[src/rtl/adc_capture_ctrl.sv]
// Capture controller: drops sinc3 settling samples after arming, then streams
// ADC words into a linear buffer spread across NUM_BANKS SRAM macros.
module adc_capture_ctrl #(
  parameter int DATA_W    = 32,
  parameter int ADDR_W    = 9,
  parameter int NUM_BANKS = 4,
  parameter int DISCARD   = 3,
  localparam int BANK_W   = (NUM_BANKS > 1) ? $clog2(NUM_BANKS) : 1,
  localparam int PTR_W    = ADDR_W + BANK_W,
  localparam int CNT_W    = PTR_W + 1,
  localparam int MASK_W   = DATA_W / 8
) (
  input  logic                 clk,
  input  logic                 rst,
  input  logic [DATA_W-1:0]    adc_dat_i,
  input  logic                 adc_dvalid_i,
  input  logic                 start_i,
  input  logic                 abort_i,
  input  logic                 circular_i,
  input  logic [PTR_W-1:0]     num_samples_i,
  output logic [NUM_BANKS-1:0] mem_wenb_o,
  output logic [ADDR_W-1:0]    mem_waddr_o,
  output logic [DATA_W-1:0]    mem_data_o,
  output logic [MASK_W-1:0]    wmask_o,
  output logic                 busy_o,
  output logic                 done_o,
  output logic                 done_pulse_o,
  output logic                 wrapped_o,
  output logic [CNT_W-1:0]     count_o,
  output logic [PTR_W-1:0]     wr_ptr_o
);

  localparam int DISC_W = (DISCARD > 1) ? $clog2(DISCARD + 1) : 1;

  typedef enum logic [1:0] {
    S_IDLE,
    S_DISCARD,
    S_CAPTURE,
    S_DONE
  } state_t;

  state_t            state;
  logic [CNT_W-1:0]  n_lat;
  logic              circ_lat;
  logic [DISC_W-1:0] disc_cnt;
  logic [CNT_W-1:0]  ptr_inc;
  logic              last;

  always_comb begin
    ptr_inc = {1'b0, wr_ptr_o} + CNT_W'(1);
    last    = (ptr_inc == n_lat);
  end

  always_ff @(posedge clk) begin
    if (rst) begin
      state        <= S_IDLE;
      n_lat        <= '0;
      circ_lat     <= 1'b0;
      disc_cnt     <= '0;
      mem_wenb_o   <= '1;
      mem_waddr_o  <= '0;
      mem_data_o   <= '0;
      wmask_o      <= '0;
      busy_o       <= 1'b0;
      done_o       <= 1'b0;
      done_pulse_o <= 1'b0;
      wrapped_o    <= 1'b0;
      count_o      <= '0;
      wr_ptr_o     <= '0;
    end else begin
      // Write strobe and IRQ pulse are single-cycle unless reasserted below.
      mem_wenb_o   <= '1;
      wmask_o      <= '0;
      done_pulse_o <= 1'b0;
      case (state)
        S_IDLE, S_DONE: begin
          if (start_i) begin
            n_lat     <= (num_samples_i == '0) ? CNT_W'(NUM_BANKS << ADDR_W)
                                               : {1'b0, num_samples_i};
            circ_lat  <= circular_i;
            count_o   <= '0;
            wr_ptr_o  <= '0;
            wrapped_o <= 1'b0;
            done_o    <= 1'b0;
            disc_cnt  <= '0;
            busy_o    <= 1'b1;
            state     <= (DISCARD == 0) ? S_CAPTURE : S_DISCARD;
          end
        end
        S_DISCARD: begin
          if (abort_i) begin
            state        <= S_DONE;
            busy_o       <= 1'b0;
            done_o       <= 1'b1;
            done_pulse_o <= 1'b1;
          end else if (adc_dvalid_i) begin
            if (disc_cnt == DISC_W'(DISCARD - 1)) state <= S_CAPTURE;
            else disc_cnt <= disc_cnt + DISC_W'(1);
          end
        end
        S_CAPTURE: begin
          if (abort_i) begin
            state        <= S_DONE;
            busy_o       <= 1'b0;
            done_o       <= 1'b1;
            done_pulse_o <= 1'b1;
          end else if (adc_dvalid_i) begin
            mem_wenb_o  <= ~(NUM_BANKS'(1) << wr_ptr_o[PTR_W-1:ADDR_W]);
            mem_waddr_o <= wr_ptr_o[ADDR_W-1:0];
            mem_data_o  <= adc_dat_i;
            wmask_o     <= '1;
            if (count_o != n_lat) count_o <= count_o + CNT_W'(1);
            if (last && circ_lat) begin
              wr_ptr_o  <= '0;
              wrapped_o <= 1'b1;
            end else begin
              wr_ptr_o <= ptr_inc[PTR_W-1:0];
            end
            if (last && !circ_lat) begin
              state        <= S_DONE;
              busy_o       <= 1'b0;
              done_o       <= 1'b1;
              done_pulse_o <= 1'b1;
            end
          end
        end
        default: state <= S_IDLE;
      endcase
    end
  end

endmodule

[config.mk]
export PLATFORM = sky130hd
export DESIGN_NAME = adc_capture_ctrl
export DESIGN_NICKNAME = d
export VERILOG_FILES = /design/src/rtl/adc_capture_ctrl.sv
export SDC_FILE = /design/constraint.sdc
export NUM_CORES = 1
export LEC_CHECK = 0
export BUFFER_PORTS_ARGS = -buffer_cell sky130_fd_sc_hd__buf_2
export CORE_AREA = 2 2 98 100
export CTS_CLUSTER_SIZE = 12
export DETAILED_ROUTE_END_ITERATION = 10
export DIE_AREA = 0 0 100 102
export MAX_ROUTING_LAYER = met4
export PLACE_DENSITY_LB_ADDON = 0.25
export SYNTH_ARGS = -nofsm -noshare
export SYNTH_HDL_FRONTEND = slang
export SYNTH_SLANG_ARGS = --single-unit
[constraint.sdc]
create_clock -name clk -period 2.55 [get_ports clk]
set_input_delay 0.1275 -clock clk [delete_from_list [all_inputs] [get_ports clk]]
set_output_delay 0.1275 -clock clk [all_outputs]
set_load 0.005 [all_outputs]
==> reports/qor.csv, run 1 <==
stage,metric,value,unit
outcome,status,completed,
worst_hold_path,hp-class,in2reg,
synthesis,syn_area_per_cell,7.87,µm²
sta,fmax,0.414,GHz
synthesis,synth_area_leader_cell,dfxtp_1,
synthesis,async_flop_share,0,
clock_tree,cts-root-buf,clkbuf_8,
floorplanning,rows,35,
synthesis,syn_area,4190,µm²
sta,setup_viol,0,
synthesis,synthFlopType,dfxtp_1,
global_routing,grt_pass1_wl,19.4,mm
setup_path,cp-end-kind,register,
synthesis,synthCells,532,
final_layout,register_area,1810,µm²
setup_path,cp.arrival,2.67,ns
clock_tree,clock-sinks,90,
sta,setup_tns,0,ns
clock_tree,cts_tree,built,
clock_tree,cts-htree-levels,3,
global_routing,overflow,0,
detailed_routing,drtAntennaViolNets,0,
final_layout,drive_above_1_share,0.262,
global_routing,grt_max_degree,80,
sta,slew_violations,0,
final_layout,finalNonFillerCells,802,
clock_tree,path_clk_slew,0.09,ns
detailed_routing,drc,0,
setup_path,critPathKind,reg2reg,
sta,finalClockSkew,0.0107,ns
synthesis,synth_seq_area_share,0.430,
detailed_routing,wirelength,12.0,mm
final_layout,num_antenna_cells,0,
detailed_routing,drtIter0Drc,211,
floorplanning,io_pins,125,
floorplanning,core_area,9110,µm²
floorplanning,initial_core_util,0.460,
synthesis,synth_edf_count,0,
sta,worst_pin_slew,0.483,ns
sta,rsz0062_at_grt,no,
sta,hold_viol_final,0,
synthesis,synth_seq_cells,90,
place,hpwl,8.25,mm
setup_path,required,2.81,ns
sta,max-slew-margin-rel,0.678,
floorplanning,fp.dieW,100,µm
clock_tree,cts_buffer_depth,2,
global_routing,grt_pass1_vias,4086,
synthesis,syn-num-nets,586,
setup_path,crit_top_cell,buf_4,
final_layout,multi_input_area,2190,µm²
job,maxCapViolations,0,
clock_tree,cts_buffers,9,
synthesis,synthTopCellsByArea,"dfxtp_1 43%, nand2_1 11%, a21oi_1 8.7%",
final_layout,final_common_cell,nand2_1,
detailed_routing,wire_per_inst,15.0,µm
final_layout,area_growth,31.9,%
setup_path,worstPathMaxFanout,17,
detailed_routing,routed_via_density,5.34,
setup_path,cpPeakStageDelay,0.33,ns
setup_path,path_cells,ha_2 -> buf_4 -> and3_1 -> a311oi_1 -> nor3_1 -> a2111oi_4 -> buf_4 -> nand4_2 -> buf_4 -> a32o_1,
final_layout,utilization,0.606,
pwr,p_leak,2.28,nW
global_routing,antenna_found_initial,0,
worst_hold_path,min_path_cells,3,
floorplanning,floorplan.die_area,10200,µm²
sta,fin_hold_ws,0.00962,ns
final_layout,layout.nets,740,
final_layout,final_cell_mix,"127 x nand2_1, 124 x buf_2, 87 x dfxtp_1",
setup_path,cp_slowest_cell,dfxtp_2,
place,dp_cells,754,
place,io_buffers,124,
sta,finalCriticalPeriod,2.42,ns
place,gp_congestion,0.855,
detailed_routing,drtPass1Iterations,5,
setup_path,crit_path_start_kind,register,
pwr,vdd_drop_max,0.361,mV
floorplanning,die_h,102,µm
detailed_routing,num_vias,4286,
synthesis,synthDistinctLibCells,56,
clock_tree,clkLatencyLatePin,0.36,ns
sta,fin_crit_sh,0.948,
sta,fin_ws,0.132,ns
final_layout,nFillCells,845,
final_layout,design_area,5520,µm²
pwr,fin_total_pwr,3.73,mW
setup_path,r2r_cells,10,
synthesis,ys.warnings.count,0,
global_routing,grt.total_usage,0.245,
pwr,pwr_density_cell,675,nW/µm²
place,placed_area,4980,µm²
place,post-place-ws,0.0807,ns
synthesis,synth_top_cell_area_share,0.430,
-- cell type report --
class | instances | share of cell area
flip-flops and latches | 90 | 0.327
multi-input cells | 392 | 0.396
well taps | 111 | 0.0251
inverters | 11 | 0.00747
repair buffers | 182 | 0.208
clock inverters | 6 | 0.0131
clock buffers | 10 | 0.0231
-- synth_stat cells (all sizes together) (2+ instances only) --
master	instances
nor2	24
buf	12
nand4b	3
a32o	2
inv	11
o31ai	2
and2	4
nand3	12
a2111oi	3
a21oi	73
a31oi	8
nand4	13
nand2b	7
dfxtp	90
nor3b	4
o21ai	14
or3	7
nand3b	4
nor3	15
nand2	128
xor2	9
nor4	5
a22oi	2
and3	5
nor4b	3
clkbuf	27
or4	2
ha	5
xnor2	19
-- final timing paths --
path                    start        endpoint  slack [ns]
max               wr_ptr_o[0]     wr_ptr_o[9]        0.13
min          num_samples_i[6]        n_lat[6]        0.01
max reg2reg       wr_ptr_o[0]     wr_ptr_o[9]        0.13
min reg2reg    mem_data_o[13]  mem_data_o[13]        0.45
-- where the power goes --
part | switching (mW) | total [mW] | internal (mW)
Sequential | 0.0959 | 1.60 | 1.51
Combinational | 0.664 | 1.12 | 0.459
Clock | 0.538 | 1.00 | 0.463
-- sequential cells by signal, summed over array words and instances (netlist names) --
signal / cells
state: 2
done_pulse_o: 1
wmask_o: 1
circ_lat: 1
n_lat: 12
done_o: 1
mem_wenb_o: 4
mem_waddr_o: 9
disc_cnt: 2
busy_o: 1
mem_data_o: 32
wr_ptr_o: 11
wrapped_o: 1
count_o: 12
-- timing repair --
| item | CTS | global route |
|---|---|---|
| gates resized for setup | 0 | 6 |
| hold endpoints to repair | 32 | 0 |
| setup buffers | 0 | 0 |
| endpoints found under the setup margin | 0 | 21 |
| hold buffers | 32 | 0 |
-- per-layer routing --
layer,up-vias,routed length (µm),track usage
li1,2134,-,-
met1,2007,5260,0.293
met2,127,5950,0.423
met3,18,558,0.0363
met4,0,236,0.0864
met5,-,0,-
-- worst max-delay path, delay by kind of cell, from the launching register on --
family	cells	cell delay, ns
fa+ha+maj	1	0.19
simple gates	3	0.45
compound gates	3	0.80
flops	1	0.33
buf+inv	3	0.54
-- cell families after synthesis --
group / after synthesis / synth area share
buffers and inverters: 50 / 0.0529
AO/OA/AOI/OAI: 117 / 0.169
multiplexers: 2 / 0.00508
adder cells (fa/ha/maj): 5 / 0.0149
XOR/XNOR: 28 / 0.0586
flip-flops: 90 / 0.430
AND/OR/NAND/NOR: 240 / 0.270
Power figures use the tool's default switching activity.
==> inputs of run 2 (changes only) <==
--- a/config.mk
+++ b/config.mk
@@ -6,10 +6,10 @@
 export NUM_CORES = 1
 export LEC_CHECK = 0
 export BUFFER_PORTS_ARGS = -buffer_cell sky130_fd_sc_hd__buf_2
-export CORE_AREA = 2 2 98 100
+export CORE_AREA = 2 2 75 130
 export CTS_CLUSTER_SIZE = 12
 export DETAILED_ROUTE_END_ITERATION = 10
-export DIE_AREA = 0 0 100 102
+export DIE_AREA = 0 0 77 132
 export MAX_ROUTING_LAYER = met4
 export PLACE_DENSITY_LB_ADDON = 0.25
 export SYNTH_ARGS = -nofsm -noshare
==> reports/qor.csv, run 2 (synthesis results as in run 1) <==
stage,metric,value,unit
pwr,power.switching,1.27,mW
sta,slew_violations,0,
floorplanning,initial_core_util,0.460,
sta,worst_pin_slew,0.603,ns
setup_path,setup.worst_path.start,wr_ptr_o[1],
detailed_routing,wire_per_inst,14.7,µm
detailed_routing,wirelength,11.4,mm
pwr,power_frac_clock,0.330,
floorplanning,die_h,132,µm
final_layout,final_cell_mix,"128 x nand2_1, 124 x buf_2, 88 x dfxtp_1",
global_routing,overflow,0,
place,post-place-ws,0.0769,ns
final_layout,drive_above_1_share,0.264,
sta,finalClockSkew,0.00476,ns
clock_tree,holdBufCountCts,0,
floorplanning,core_area,9090,µm²
detailed_routing,drtIter0Drc,217,
final_layout,largestRegisters,"mem_data_o (32), count_o (12), n_lat (12)",
floorplanning,rows,46,
final_layout,finalNonFillerCells,775,
pwr,p_int,2.73,mW
final_layout,largest_reg_flops,32,
global_routing,grt_pass1_wl,18.6,mm
sta,max-slew-margin-rel,0.598,
pwr,power_frac_seq,0.402,
clock_tree,cts-htree-levels,3,
place,hpwl,8.47,mm
sta,setup_viol,0,
final_layout,num_antenna_cells,0,
setup_path,required,2.78,ns
clock_tree,cts-root-buf,clkbuf_16,
clock_tree,cts_buffers,9,
detailed_routing,num_vias,4141,
global_routing,antenna_found_initial,0,
floorplanning,floorplan.die_area,10200,µm²
sta,setup_tns,0,ns
worst_hold_path,min_path_cells,3,
detailed_routing,drtPass1Iterations,4,
pwr,pwr_density_cell,758,nW/µm²
pwr,vdd_drop_max,0.427,mV
sta,finalCriticalPeriod,2.39,ns
setup_path,crit_path_start_kind,register,
final_layout,layout.nets,706,
clock_tree,cts_buffer_depth,2,
sta,fmax,0.419,GHz
final_layout,area_growth,25.8,%
detailed_routing,routed_via_density,5.34,
clock_tree,clkLatencyLatePin,0.34,ns
place,dp_cells,760,
setup_path,r2r-start,wr_ptr_o[1],
sta,rsz0062_at_grt,no,
setup_path,r2r_cells,9,
global_routing,grt_max_degree,44,
global_routing,grt.total_usage,0.233,
detailed_routing,drtAntennaViolNets,0,
sta,fin_crit_sh,0.937,
pwr,p_leak,2.17,nW
setup_path,cp.arrival,2.62,ns
setup_path,regToRegSetupSlack,0.16,ns
detailed_routing,drc,0,
pwr,combPwrFrac,0.267,
floorplanning,io_pins,125,
worst_hold_path,min_from,adc_dat_i[29],
setup_path,cp-end-kind,register,
floorplanning,fp.dieW,77,µm
sta,fin_ws,0.161,ns
setup_path,critPathKind,reg2reg,
outcome,status,completed,
clock_tree,clock-sinks,90,
final_layout,largest_register,mem_data_o,
pwr,switching_share,0.317,
job,maxCapViolations,0,
clock_tree,cts_tree,built,
clock_tree,path_clk_slew,0.06,ns
worst_hold_path,hp-class,in2reg,
sta,hold_viol_final,0,
setup_path,r2r_end,wr_ptr_o[9],
place,gp_congestion,0.898,
worst_hold_path,hold_end,mem_data_o[29],
global_routing,grt_pass1_vias,3937,
place,io_buffers,124,
final_layout,final_common_cell,nand2_1,
setup_path,worstPathMaxFanout,17,
==> run 2: area by class of cell <==
| type | instances | area [µm²] |
|---|---|---|
| Multi-Input combinational cell | 392 | 2180 |
| Fill cell | 880 | 3830 |
| Clock inverter | 2 | 37.5 |
| Clock buffer | 12 | 256 |
| Inverter | 11 | 41.3 |
| Sequential cell | 90 | 1800 |
| Timing Repair Buffer | 148 | 801 |
| Tap cell | 120 | 150 |
==> run 2: metrics by stage <==
| stage | cell area, µm² | utilization | total power [mW] | hold WS (ns) |
|---|---|---|---|---|
| CTS | 5250 | 0.578 | 4.02 | 0.0181 |
| finish | 5270 | 0.579 | 3.99 | 0.0237 |
| detailed placement | 4960 | 0.545 | 2.70 | 0.373 |
| floorplan | 4190 | - | 2.34 | 0.231 |
| global route | 5270 | 0.579 | 4.22 | 0.0254 |
| global placement | 4960 | 0.545 | 2.68 | 0.367 |
==> run 2: worst max-delay path by stage <==
stage             endpoint  slack (ns)
3_5_place_dp   wr_ptr_o[9]        0.08
3_3_place_gp        done_o        0.16
4_1_cts        wr_ptr_o[9]        0.06
5_1_grt             done_o       0.003
6_report       wr_ptr_o[9]        0.16
2_1_floorplan       done_o        0.07
==> run 2: routing by layer <==
metal / part of all wire / up-vias / global-route usage / wire [µm]
li1: - / 2069 / - / -
met1: 0.39 / 1944 / 0.254 / 4450
met2: 0.54 / 106 / 0.407 / 6110
met3: 0.042 / 22 / 0.0342 / 474
met4: 0.028 / 0 / 0.116 / 323
met5: 0 / - / - / 0
==> run 2: critical path, cell delays in order, from the launching register on <==
cell,delay [ns]
dfxtp_1,0.34
ha_2,0.23
nand3_2,0.15
a2111oi_2,0.37
nor3_1,0.13
a2111oi_4,0.31
buf_4,0.19
nand4_2,0.08
buf_4,0.23
a32o_1,0.25
==> run 2: power groups by stage <==
stage | combinational (mW) | clock (mW) | sequential [mW]
floorplan | 0.720 | 0 | 1.62
global placement | 1.04 | 0 | 1.64
detailed placement | 1.06 | 0 | 1.64
CTS | 1.07 | 1.35 | 1.61
global route | 1.19 | 1.40 | 1.62
finish | 1.07 | 1.32 | 1.61
==> run 2: what timing repair did <==
action / 4_1_cts / 5_1_grt
buffers inserted: 0 / 1
endpoints found under the setup margin: 0 / 17
resized for setup: 0 / 2
==> inputs of run 3 (changes only) <==
--- a/config.mk
+++ b/config.mk
@@ -11,7 +11,7 @@
 export DETAILED_ROUTE_END_ITERATION = 10
 export DIE_AREA = 0 0 77 132
 export MAX_ROUTING_LAYER = met4
-export PLACE_DENSITY_LB_ADDON = 0.25
+export PLACE_DENSITY = 0.73
 export SYNTH_ARGS = -nofsm -noshare
 export SYNTH_HDL_FRONTEND = slang
 export SYNTH_SLANG_ARGS = --single-unit
==> reports/qor.csv, run 3 (synthesis results as in run 1) <==
stage,metric,value,unit
sta,finalCriticalPeriod,2.44,ns
clock_tree,cts-root-buf,clkbuf_16,
detailed_routing,wl_met3,476,µm
final_layout,utilization,0.587,
sta,slew_violations,0,
final_layout,nFillCells,878,
sta,fin_crit_sh,0.958,
sta,setup_tns,0,ns
global_routing,grt.total_usage,0.234,
final_layout,area_growth,27.5,%
pwr,vdd_drop_max,0.593,mV
final_layout,final_cell_mix,"128 x nand2_1, 124 x buf_2, 84 x dfxtp_1",
floorplanning,rows,46,
floorplanning,fp.dieW,77,µm
final_layout,layout.nets,709,
floorplanning,die_h,132,µm
outcome,status,completed,
final_layout,final_common_cell,nand2_1,
global_routing,overflow,0,
setup_path,critPathKind,reg2reg,
global_routing,antenna_found_initial,0,
clock_tree,cts-htree-levels,3,
setup_path,required,2.77,ns
place,post-place-ws,0.0209,ns
place,gp_congestion,0.910,
global_routing,grt_pass1_wl,18.9,mm
clock_tree,cts_buffers,9,
final_layout,finalNonFillerCells,780,
final_layout,largest_register,mem_data_o,
sta,setup_viol,0,
final_layout,largestRegisters,"mem_data_o (32), count_o (12), n_lat (12)",
clock_tree,holdBufCountCts,0,
sta,worst_pin_slew,0.510,ns
floorplanning,io_pins,125,
final_layout,num_antenna_cells,0,
floorplanning,core_area,9090,µm²
detailed_routing,drtIter0Drc,209,
pwr,pwr_density_cell,756,nW/µm²
clock_tree,clkLatencyLatePin,0.34,ns
setup_path,cp.arrival,2.66,ns
place,io_buffers,124,
job,maxCapViolations,0,
sta,hold_viol_final,0,
detailed_routing,dr_wl_met2,6.41,mm
place,hpwl,8.74,mm
sta,finalClockSkew,0.00671,ns
sta,fin_ws,0.107,ns
clock_tree,clock-sinks,90,
detailed_routing,wirelength,11.8,mm
pwr,p_leak,2.19,nW
global_routing,grt_max_degree,44,
detailed_routing,wire_per_inst,15.1,µm
detailed_routing,drtPass1Iterations,7,
detailed_routing,drc,0,
detailed_routing,wl_met1,4.49,mm
sta,fin_hold_ws,0.0200,ns
floorplanning,initial_core_util,0.460,
clock_tree,cts_buffer_depth,2,
detailed_routing,top_layer_used,met4,
sta,fmax,0.409,GHz
floorplanning,floorplan.die_area,10200,µm²
clock_tree,path_clk_slew,0.07,ns
setup_path,cp-end-kind,register,
clock_tree,cts_tree,built,
worst_hold_path,hp-class,in2reg,
final_layout,largest_reg_flops,32,
final_layout,drive_above_1_share,0.282,
global_routing,grt_pass1_vias,3996,
sta,max-slew-margin-rel,0.657,
detailed_routing,routed_via_density,5.39,
detailed_routing,num_vias,4203,
setup_path,crit_path_start_kind,register,
place,dp_cells,763,
setup_path,worstPathMaxFanout,2,
detailed_routing,drtAntennaViolNets,0,
-- run 3: changes by cell type in the layout (fill, tap and decap cells not counted), moves of 2 or more --
cell | previous run | this run
dfxtp_1 | 88 | 84
dfxtp_2 | 2 | 6
buf_4 | 24 | 27
clkbuf_8 | 2 | 0
clkinv_2 | 0 | 2
clkinv_4 | 0 | 2
-- run 3: cell type report --
class,instances,area [µm²],share of cell area
Clock inverter,6,66.3,0.0124
Timing Repair Buffer,151,823,0.154
Inverter,11,41.3,0.00774
Multi-Input combinational cell,392,2220,0.416
Sequential cell,90,1810,0.339
Tap cell,120,150,0.0281
Clock buffer,10,229,0.0429
-- run 3: stage by stage --
step           instance area (µm²)  power (mW)
3_5_place_dp                  4980        2.72
5_1_grt                       5340        4.25
4_1_cts                       5280        4.04
3_3_place_gp                  4980        2.68
6_report                      5340        4.03
2_1_floorplan                 4190        2.34
-- run 3: metal layers --
layer / up-vias / track usage
li1: 2077 / -
met1: 1971 / 0.250
met2: 123 / 0.420
met3: 32 / 0.0411
met4: 0 / 0.0982
met5: - / -
-- run 3: power breakdown --
part	leakage, nW	internal, mW	total [mW]	switching [mW]
clock	0.147	0.764	1.33	0.562
combinational	1.32	0.436	1.10	0.665
sequential	0.731	1.51	1.61	0.0977
total	2.19	2.71	4.03	1.32
-- run 3: what timing repair did --
action | in CTS | in global routing
setup buffers | 0 | 1
setup endpoints to repair | 1 | 16
resized for setup | 1 | 11
pin swaps | 0 | 3
-- run 3: worst paths after layout --
path | from | to | slack [ns] | cells past startpoint
min reg2reg | mem_data_o[15] | mem_data_o[15] | 0.45 | 2
max reg2reg | n_lat[8] | done_o | 0.11 | 7
max | n_lat[8] | done_o | 0.11 | 7
min | adc_dat_i[4] | mem_data_o[4] | 0.02 | 3
-- run 3: critical path, stage by stage, from the launching register on --
cell and delay [ns]:
dfxtp_1 0.31, or3b_1 0.43, a2111oi_4 0.36, nor3_1 0.11
a2111oi_4 0.35, nand4_1 0.19, a31oi_2 0.24, mux2_1 0.34
